**src/rtl/mem_arbiter.sv**
```systemverilog
// Two-master memory arbiter and address decoder.
// Port A (debug) has fixed priority over port B (CPU). A starvation counter
// forces a B grant after STARVE consecutive A grants while B is waiting.
// The block also owns the control register whose bit 0 drives the CPU reset.
//
// Handshake: a port holds req/we/addr/wdata stable while req is high until it
// sees gnt. gnt is combinational, and the access is performed at the clock edge
// that ends the granted cycle. A granted read returns rvalid for exactly one
// cycle, in the cycle after the grant. rdata is meaningful only while rvalid is
// high, and it is driven to 0 otherwise.
module mem_arbiter #(
   parameter int STARVE = 4
) (
   input  logic        clk,
   input  logic        reset,
   input  logic        a_req,
   input  logic        a_we,
   input  logic [15:0] a_addr,
   input  logic [15:0] a_wdata,
   output logic        a_gnt,
   output logic        a_rvalid,
   output logic [15:0] a_rdata,
   input  logic        b_req,
   input  logic        b_we,
   input  logic [15:0] b_addr,
   input  logic [15:0] b_wdata,
   output logic        b_gnt,
   output logic        b_rvalid,
   output logic [15:0] b_rdata,
   output logic [15:0] m_addr,
   output logic [15:0] m_wdata,
   output logic [1:0]  sram_re,
   output logic [1:0]  sram_we,
   input  logic [15:0] sram_rdata0,
   input  logic [15:0] sram_rdata1,
   output logic        vram_we,
   output logic        cpu_reset_o
);

   // Target encoding of a decoded address.
   localparam logic [1:0] T_SRAM = 2'd0;
   localparam logic [1:0] T_VRAM = 2'd1;
   localparam logic [1:0] T_CTRL = 2'd2;
   localparam logic [1:0] T_NONE = 2'd3;

   localparam logic [3:0] STARVE_L = 4'(STARVE);

   logic [3:0]  starve_cnt;
   logic        rd_pend;
   logic        rd_port;     // 0 = port A, 1 = port B
   logic [1:0]  rd_tgt;
   logic        rd_bank;
   logic        ctrl_reg;

   logic        any_gnt;
   logic        m_we;
   logic [1:0]  m_tgt;
   logic [15:0] rd_data;

   // Grants: B wins when A is idle or A has used up its starvation budget.
   always_comb begin
      b_gnt = 1'b0;
      a_gnt = 1'b0;
      if (!reset) begin
         b_gnt = b_req && (!a_req || (starve_cnt == STARVE_L));
         a_gnt = a_req && !b_gnt;
      end
   end

   // Master mux and address decode; idle cycles show port A on the bus.
   always_comb begin
      any_gnt = a_gnt || b_gnt;
      m_addr  = b_gnt ? b_addr  : a_addr;
      m_wdata = b_gnt ? b_wdata : a_wdata;
      m_we    = b_gnt ? b_we    : a_we;
      case (m_addr[15:12])
         4'h0:    m_tgt = T_SRAM;
         4'h8:    m_tgt = T_VRAM;
         4'hF:    m_tgt = T_CTRL;
         default: m_tgt = T_NONE;
      endcase
   end

   // Per-target strobes for the granted access.
   always_comb begin
      sram_re = 2'b00;
      sram_we = 2'b00;
      vram_we = 1'b0;
      if (any_gnt) begin
         if (m_tgt == T_SRAM) begin
            if (m_we) sram_we[m_addr[8]] = 1'b1;
            else      sram_re[m_addr[8]] = 1'b1;
         end
         if (m_tgt == T_VRAM && m_we) vram_we = 1'b1;
      end
   end

   // Starvation counter: counts A grants that B had to watch, saturating.
   always_ff @(posedge clk) begin
      if (reset) begin
         starve_cnt <= 4'd0;
      end else if (b_gnt || !b_req) begin
         starve_cnt <= 4'd0;
      end else if (a_gnt && starve_cnt != STARVE_L) begin
         starve_cnt <= starve_cnt + 4'd1;
      end
   end

   // Control register; bit 0 drives the CPU reset line.
   always_ff @(posedge clk) begin
      if (reset) begin
         ctrl_reg <= 1'b0;
      end else if (any_gnt && m_we && m_tgt == T_CTRL) begin
         ctrl_reg <= m_wdata[0];
      end
   end

   // Remember who owns the read returning next cycle and where it came from.
   always_ff @(posedge clk) begin
      if (reset) begin
         rd_pend <= 1'b0;
         rd_port <= 1'b0;
         rd_tgt  <= T_NONE;
         rd_bank <= 1'b0;
      end else begin
         rd_pend <= any_gnt && !m_we;
         rd_port <= b_gnt;
         rd_tgt  <= m_tgt;
         rd_bank <= m_addr[8];
      end
   end

   // Return data selected by the registered read state, never the live grant.
   always_comb begin
      case (rd_tgt)
         T_SRAM:  rd_data = rd_bank ? sram_rdata1 : sram_rdata0;
         T_CTRL:  rd_data = {15'b0, ctrl_reg};
         default: rd_data = 16'h0000;
      endcase
      a_rvalid = rd_pend && !rd_port && !reset;
      b_rvalid = rd_pend &&  rd_port && !reset;
      a_rdata  = a_rvalid ? rd_data : 16'h0000;
      b_rdata  = b_rvalid ? rd_data : 16'h0000;
   end

   assign cpu_reset_o = ctrl_reg;

endmodule

```
**config.mk**
```make
export PLATFORM = sky130hd
export DESIGN_NAME = mem_arbiter
export DESIGN_NICKNAME = d
export VERILOG_FILES = /design/src/rtl/mem_arbiter.sv
export SDC_FILE = /design/constraint.sdc
export NUM_CORES = 1
export LEC_CHECK = 0
export CAP_MARGIN = 30
export CORE_UTILIZATION = 28
export DETAILED_ROUTE_END_ITERATION = 10
export GPL_TIMING_DRIVEN = 0
export PLACE_DENSITY = 0.86
export SLEW_MARGIN = 20
export SYNTH_ARGS = -nofsm -noshare
export SYNTH_HDL_FRONTEND = slang
export SYNTH_SLANG_ARGS = --single-unit
```
**constraint.sdc**
```tcl
create_clock -name clk -period 3.3 [get_ports clk]
set_input_delay 0.495 -clock clk [delete_from_list [all_inputs] [get_ports clk]]
set_output_delay 0.495 -clock clk [all_outputs]
set_load 0.1 [all_outputs]
```
==> metrics.md, run 1 <==
| Metric | Value |
|---|---|
| Asr flop ratio synth | 0 |
| Final Critical Period | between 3 and 4 ns |
| Peak Freq | approximately 320 MHz |
| Gr ovfl total | 0 |
| Initial Util | 0.2939 |
| Setup TNS | 0 ns |
| DRC Markers | 0 |
| Max Cap Viol | 0 |
| End of the critical path | m_addr[1] |
| Clock slew at reported path FFs | about 0.04 ns |
| Die area | 5310 um2 |
| Register bit total from synthesis | 10 |
| Nets@finish | 459 |
| Crit path buffers/inverters | 3 |
| Routed Antenna Nets | 0 |
| Vias | ~1.9k |
| Mapped Area | approximately 1400 um2 |
| GRT Util Overall | 0.2287 |
| Worst hold start | reset |
| Peak supply drop | roughly 0.00016 V |
| Layout cells sized above 1 | 0.3051 |
| Gpl congestion | approximately 0.77 |
| Leakage | around 1.5 nW |
| Clk sinks | 10 |
| DP Wirelength | between 5000 and 6000 um |
| Drt pass-1 iters | 4 |
| EDFF count, synth | 0 |
| PD cells | about 230 nW/um2 |
| Clock skew | approximately 0.0013 ns |
| Syn Inst Count | between 150 and 200 |
| CTS Hold Bufs | 0 |
| Buffers on Ports | between 150 and 200 |
| TritonCTS clock tree | built |
| Path category of the worst min-delay check | in2reg |
| Post-synth top cells | 47 x mux2_2, 39 x nor2_1, 16 x nand2_1 |
| Ant. Diodes | 0 |
| Syn. warnings | 0 |
| Syn_area_per_cell | approximately 8 um2 |
| RSZ-0062 raised after global routing | false |
| Yosys top cell by area | mux2_2 |
| Final setup fails | 0 |
| Setup crit start kind | input pin |
| Vias in the first global route | about 1.9k |
| Count leader, synth | mux2_2 |
| I/O pin count | about 180 |
| Global-route wire length before repair | 9480 um |
| Prevailing post-synth register cell | dfxtp_1 |
| DRT Wirelength | around 6200 um |
| FF-to-FF End | rd_tgt[0]$_SDFF_PP1_ |
| Die W | around 73 um |
| Crit-path slowest cell | dlygate4sd2_1 |
| Largest net degree at the start of global routing | 11 |
| Relative slew margins | 0.3112 |
| Reg2reg start | starve_cnt[0]$_SDFFE_PP0P_ |
| Worst-path cell chain | clkdlybuf4s50_1, nand2b_4, a21oi_4, buf_6, mux2_2, dlygate4sd2_1 |
| Iter 0 DRT Violations | 60 |
| Clk buf depth | 2 |
| Max FO, Critical Path | 10 |
| Area of the core | around 4800 um2 |
| Outcome | completed |
| Crit path DAT | 2.68 ns |
| Synth cell types | 36 |
| Reg2reg path depth | 7 |
| Worst path max stage delay | between 0.8 and 0.9 ns |
| Setup Crit Path Kind | in2out |
| Register area share after synthesis | 0.1423 |
| Final Hold Fails | 0 |
| Number of buffers created by CTS | 3 |
| Slew @ Worst Pin | 1.030 ns |
| Filler Cell Count | roughly 380 |
| Minimum hold slack | 0.4585 ns |
| DP Area | ~3300 um2 |
| Final Max Slew Viols | 0 |
| Vias/cell | between 4 and 5 |
| Synth Net Count | between 200 and 300 |
| CP Launch Point | b_req |
| Die Ht | 72.87 um |
| Top cell type's share of synthesized area | 0.3763 |
| Final instance area | between 3000 and 4000 um2 |
| Worst-skew pair later-pin latency | around 0.23 ns |
| Htree depth | 1 |
| Root Buffer | clkbuf_8 |
| Worst Path Required | around 2.8 ns |
| Worst Setup End Kind | output port |
| Area growth syn-to-layout | 141.6% |
| R2R setup slack | between 1 and 1.5 ns |
| Synth top area cells | mux2_2 38%, dfxtp_1 14%, nor2_1 10%, nand2_1 4.3%, mux2i_1 3.6% |
| Levels on crit path | 6 |
| CP delay by family, top | buffers and inverters |
| WL/cell | approximately 15 um |
| Row cnt | 25 |
| Initial antenna violation count | 0 |
| Final Cycle Share | 0.9615 |
[cell type report]
cell class / instances / area (um2) / area share
inverters: 9 / 33.78 / 0.009941
clock buffers: 4 / 55.05 / 0.01620
well taps: 67 / 83.83 / 0.02467
repair buffers: 176 / 1790 / 0.5269
multi-input cells: 144 / 1169 / 0.3439
flip-flops and latches: 10 / 200.2 / 0.05891
plain buffers: 11 / 66.31 / 0.01951
[worst reg2reg max path, cell delays in order (launching register included)]
cell and delay (ns):
dfxtp_1 0.33, inv_1 0.06, ha_1 0.18, nand3b_4 0.12
a21oi_4 0.27, buf_6 0.20, mux2i_2 0.52, a31o_2 0.25
[flip-flops by register name, indices dropped and copies added (netlist names)]
name         cells
rd_bank          1
rd_tgt           2
starve_cnt       4
rd_pend          1
rd_port          1
cpu_reset_o      1
[power breakdown]
part	switching (mW)	internal [mW]
Clock	0.0434	0.104
Combinational	0.310	0.199
Sequential	0.00183	0.125
[stage by stage]
step / power (mW) / setup WS, ns / util / instances
5_1_grt: 0.8147 / 0.03374 / 0.7101 / 421
6_report: 0.7833 / 0.1271 / 0.7101 / 421
4_1_cts: 0.7913 / -0.1837 / 0.7085 / 421
3_3_place_gp: 0.6384 / -0.7588 / 0.6860 / 415
3_5_place_dp: 0.6492 / -0.7819 / 0.6975 / 417
2_1_floorplan: 0.4483 / -0.2716 / - / 174
[routing by layer]
metal,vias to the layer above,GRT usage,part of all wire
li1,966,-,-
met1,857,0.2625,0.40
met2,103,0.4195,0.49
met3,10,0.05249,0.093
met4,0,0.06754,0.017
met5,-,0,0
[how the worst min path moves through the flow]
stage                                             to  slack, ns  cells after the start
after floorplan           starve_cnt[0]$_SDFFE_PP0P_       0.43                      1
final                       cpu_reset_o$_SDFFE_PP0P_       0.46                      2
after global routing              rd_bank$_SDFF_PP0_       0.47                      2
after detailed placement  starve_cnt[0]$_SDFFE_PP0P_       0.47                      1
after global placement    starve_cnt[0]$_SDFFE_PP0P_       0.45                      1
after CTS                   cpu_reset_o$_SDFFE_PP0P_       0.45                      2
[placed cells by master, fill, tap and decap left out, drive strengths merged, types with 2 or more instances in the layout]
cell,instances
dfxtp,10
or4,2
or2,2
nor3,2
clkbuf,19
dlygate4sd2,12
mux2i,5
nand3,2
a21oi,3
buf,10
dlymetal6s2s,15
clkdlybuf4s50,114
nand3b,2
nand2,16
nor4,6
nor2,39
inv,9
clkdlybuf4s15,21
mux2,47
ha,2
[what timing repair did]
action / 4_1_cts / 5_1_grt
endpoints found under the setup margin: 45 / 28
setup buffers: 0 / 0
resized for setup: 98 / 39
endpoints found under the hold margin: 0 / 0
[cell families after synthesis]
| kind of cell | Yosys count | synth area share |
|---|---|---|
| compound gates | 8 | 0.05606 |
| xor+xnor | 2 | 0.01246 |
| fa+ha+maj | 2 | 0.01779 |
| buf+inv | 20 | 0.07117 |
| flops | 10 | 0.1423 |
| mux | 52 | 0.4119 |
| simple gates | 80 | 0.2883 |
No activity file was read; power rests on OpenSTA's default activity.
==> run 2, diff against run 1 <==
==> constraint.sdc (replaced) <==
create_clock -name clk -period 4.1 [get_ports clk]
set_input_delay 0.615 -clock clk [delete_from_list [all_inputs] [get_ports clk]]
set_output_delay 0.615 -clock clk [all_outputs]
set_load 0.1 [all_outputs]
==> run 2 against run 1 <==
- die area unchanged
- first-iteration DRC count down 62%
- sequential power down 20%
- critical path type unchanged
- sequential share of layout area up 0.11 points
- worst hold slack better by 0.0048 ns
- clock power down 18%
- global-route usage down 1.3 points
- clock skew about the same
- largest power group unchanged
- total power down 19%
- final area down 1.8%
- non-clock buffer count down 1
- via count up 0.26%
==> metrics.md, run 2 (synthesized netlist as in run 1, its figures left out) <==
| Metric | Value |
|---|---|
| Outcome | completed (unchanged) |
| Worst-skew pair later-pin latency | 0.23 ns (about the same) |
| Worst Setup End Kind | output port (unchanged) |
| Buffers on Ports | 174 (unchanged) |
| Vias/cell | 4.621 (was 4.599) |
| Area growth syn-to-layout | 137.3% (was 141.6%) |
| Max FO, Critical Path | 10 (unchanged) |
| Slew @ Worst Pin | 1.022 ns (was 1.030 ns) |
| DP Wirelength | 5136 um (was 5210 um) |
| Reg2reg path depth | 7 (unchanged) |
| Largest net degree at the start of global routing | 11 (unchanged) |
| Ant. Diodes | 0 (unchanged) |
| Most frequent cells in the layout | 172 x clkdlybuf4s50_1, 47 x mux2_2, 39 x nor2_1 (was 114 x clkdlybuf4s50_1, 47 x mux2_2, 39 x nor2_1) |
| PD cells | 189.9 nW/um2 (was 230.5 nW/um2) |
| Largest register by flop count | starve_cnt (unchanged) |
| Final Critical Period | slightly below 4 ns |
| Combinational Power Share | 0.649 (was 0.650) |
| DRT Wirelength | 5937 um (was 6190 um) |
| WL/cell | 14.14 um (was 14.70 um) |
| Clock share of power | 0.190 (was 0.189) |
| Final Hold Fails | 0 (unchanged) |
| Max Cap Viol | 0 (unchanged) |
| RSZ-0062 raised after global routing | false (unchanged) |
| Hold Path End | starve_cnt[0]$_SDFFE_PP0P_ (was cpu_reset_o$_SDFFE_PP0P_) |
| Total net switching power | 283.1 uW (was 354.9 uW) |
| Initial antenna violation count | 0 (unchanged) |
| Clk buf depth | 2 (unchanged) |
| Drt pass-1 iters | 4 (unchanged) |
| Setup Crit Path Kind | in2out (unchanged) |
| Top Registers | starve_cnt: 4 flops, rd_tgt: 2 flops (unchanged) |
| Peak Freq | between 200 and 300 MHz |
| Crit path DAT | 3.34 ns (was 2.68 ns) |
| Nets@finish | 458 (was 459) |
| Die W | 72.87 um (unchanged) |
| Area of the core | 4786 um2 (unchanged) |
| Reg power frac | 0.161 (was 0.162) |
| Final Cycle Share | 0.9643 |
| Dpl cells | 416 (was 417) |
| Final setup fails | 0 (unchanged) |
| Vias in the first global route | 1910 (was 1922) |
| Gpl congestion | 0.7630 (was 0.7732) |
| Final Core Density | 0.6973 (was 0.7101) |
| Final Max Slew Viols | 0 (unchanged) |
| Gr ovfl total | 0 (unchanged) |
| Vias | 1941 (was 1936) |
| Leakage | 1.165 nW (was 1.530 nW) |
| Peak supply drop | 0.0001453 V (was 0.0001570 V) |
| Number of buffers added for setup after CTS | 0 (unchanged) |
| Reg2reg start | starve_cnt[0]$_SDFFE_PP0P_ (unchanged) |
| FF-to-FF End | rd_tgt[0]$_SDFF_PP1_ (unchanged) |
| I/O pin count | 176 (unchanged) |
| Final instance area | 3337 um2 (was 3398 um2) |
| Clock slew at reported path FFs | 0.05 ns (was 0.04 ns) |
| TritonCTS clock tree | built (unchanged) |
| Htree depth | 1 (unchanged) |
| Routed Antenna Nets | 0 (unchanged) |
| Post-Layout Cell Count | 420 (was 421) |
| DP Area | 3284 um2 (was 3338 um2) |
| Worst Path Required | 3.48 ns (was 2.80 ns) |
| Clock skew | 0.001049 ns (was 0.001259 ns) |
| Internal | 350.6 uW (was 428.3 uW) |
| Worst hold start | starve_cnt[0]$_SDFFE_PP0P_ (was reset) |
| GRT Util Overall | 0.2162 (was 0.2287) |
| Clk sinks | 10 (unchanged) |
| Commonest non-fill, non-tap cell in the layout | clkdlybuf4s50_1 (unchanged) |
| Row cnt | 25 (unchanged) |
| Global-route wire length before repair | 9052 um (was 9480 um) |
| Die Ht | 72.87 um (unchanged) |
| Die area | 5310 um2 (unchanged) |
| Number of buffers created by CTS | 3 (unchanged) |
| Setup crit start kind | input pin (unchanged) |
| R2R setup slack | 2.12 ns (was 1.31 ns) |
| Initial Util | 0.2939 (unchanged) |
| Root Buffer | clkbuf_8 (unchanged) |
| Iter 0 DRT Violations | 23 (was 60) |
| Path category of the worst min-delay check | reg2reg (was in2reg) |
| Hold depth | 1 (was 2) |
| DRC Markers | 0 (unchanged) |
| Relative slew margins | 0.3168 (was 0.3112) |
| Layout cells sized above 1 | 0.2011 (was 0.3051) |
| Largest register FFs | 4 (unchanged) |
| Sw Ratio | 0.4467 (was 0.4531) |
run 2: cell types whose count changed in the layout (fill, tap and decap cells not counted), sizes merged:
cell,change
dlygate4sd2,-10
dlymetal6s2s,-15
clkdlybuf4s50,+58
buf,-3
clkbuf,-10
clkdlybuf4s15,-21
run 2: power groups by stage:
stage | Combinational, mW | Sequential, mW | Clock, mW
global placement | 0.406 | 0.104 | 0
floorplan | 0.253 | 0.104 | 0
finish | 0.411 | 0.102 | 0.121
detailed placement | 0.411 | 0.104 | 0
global route | 0.426 | 0.102 | 0.126
CTS | 0.413 | 0.102 | 0.122
run 2: area by class of cell:
class | count | area (um2)
Sequential cell | 10 | 200.2
Fill cell | 393 | 1449
Inverter | 9 | 33.78
Buffer | 11 | 66.31
Clock buffer | 4 | 55.05
Multi-Input combinational cell | 144 | 1131
Timing Repair Buffer | 175 | 1767
Tap cell | 67 | 83.83
run 2: worst max-delay path by stage:
stage	to	start	slack (ns)
6_report	sram_we[1]	b_req	0.15
5_1_grt	sram_we[0]	b_req	0.002
4_1_cts	sram_re[0]	b_req	0.11
3_5_place_dp	sram_re[0]	b_req	-0.18
3_3_place_gp	sram_we[0]	b_req	-0.14
2_1_floorplan	sram_re[0]	reset	-0.32
run 2: routing by layer:
layer	global-route usage	vias to the layer above	part of all wire
met1	0.2281	853	0.38
met2	0.4164	108	0.50
met4	0.05664	0	0.020
met5	0	-	0
met3	0.06077	12	0.10
li1	-	968	-
run 2: repair_timing:
action	4_1_cts	5_1_grt
endpoints found under the setup margin	2	0
endpoints found under the hold margin	0	0
hold buffers	0	0
resized for setup	2	0
run 2: stage by stage:
step	hold WS [ns]	power, mW	setup WS [ns]	setup TNS (ns)
4_1_cts	0.4767	0.6364	0.1100	0
5_1_grt	0.4987	0.6540	0.001729	0
3_3_place_gp	0.4481	0.5098	-0.1411	-0.2798
2_1_floorplan	0.4297	0.3579	-0.3243	-0.6486
6_report	0.4633	0.6337	0.1463	0
3_5_place_dp	0.4495	0.5148	-0.1830	-0.3174
run 2: worst max-delay path, stage by stage:
cell and delay (ns):
clkdlybuf4s50_1 0.62, nand2b_4 0.09, a21oi_4 0.21, buf_6 0.18, mux2i_1 0.55, nor4_2 0.07
clkdlybuf4s50_1 0.99
==> run 3, diff against run 2 <==
--- a/config.mk
+++ b/config.mk
@@ -7,6 +7,7 @@
 export LEC_CHECK = 0
 export CAP_MARGIN = 30
 export CORE_UTILIZATION = 28
+export CTS_CLUSTER_DIAMETER = 120
 export DETAILED_ROUTE_END_ITERATION = 10
 export GPL_TIMING_DRIVEN = 0
 export PLACE_DENSITY = 0.86
==> results of run 3 <==
The final DEF is identical to that of run 2; final timing and power are the same.
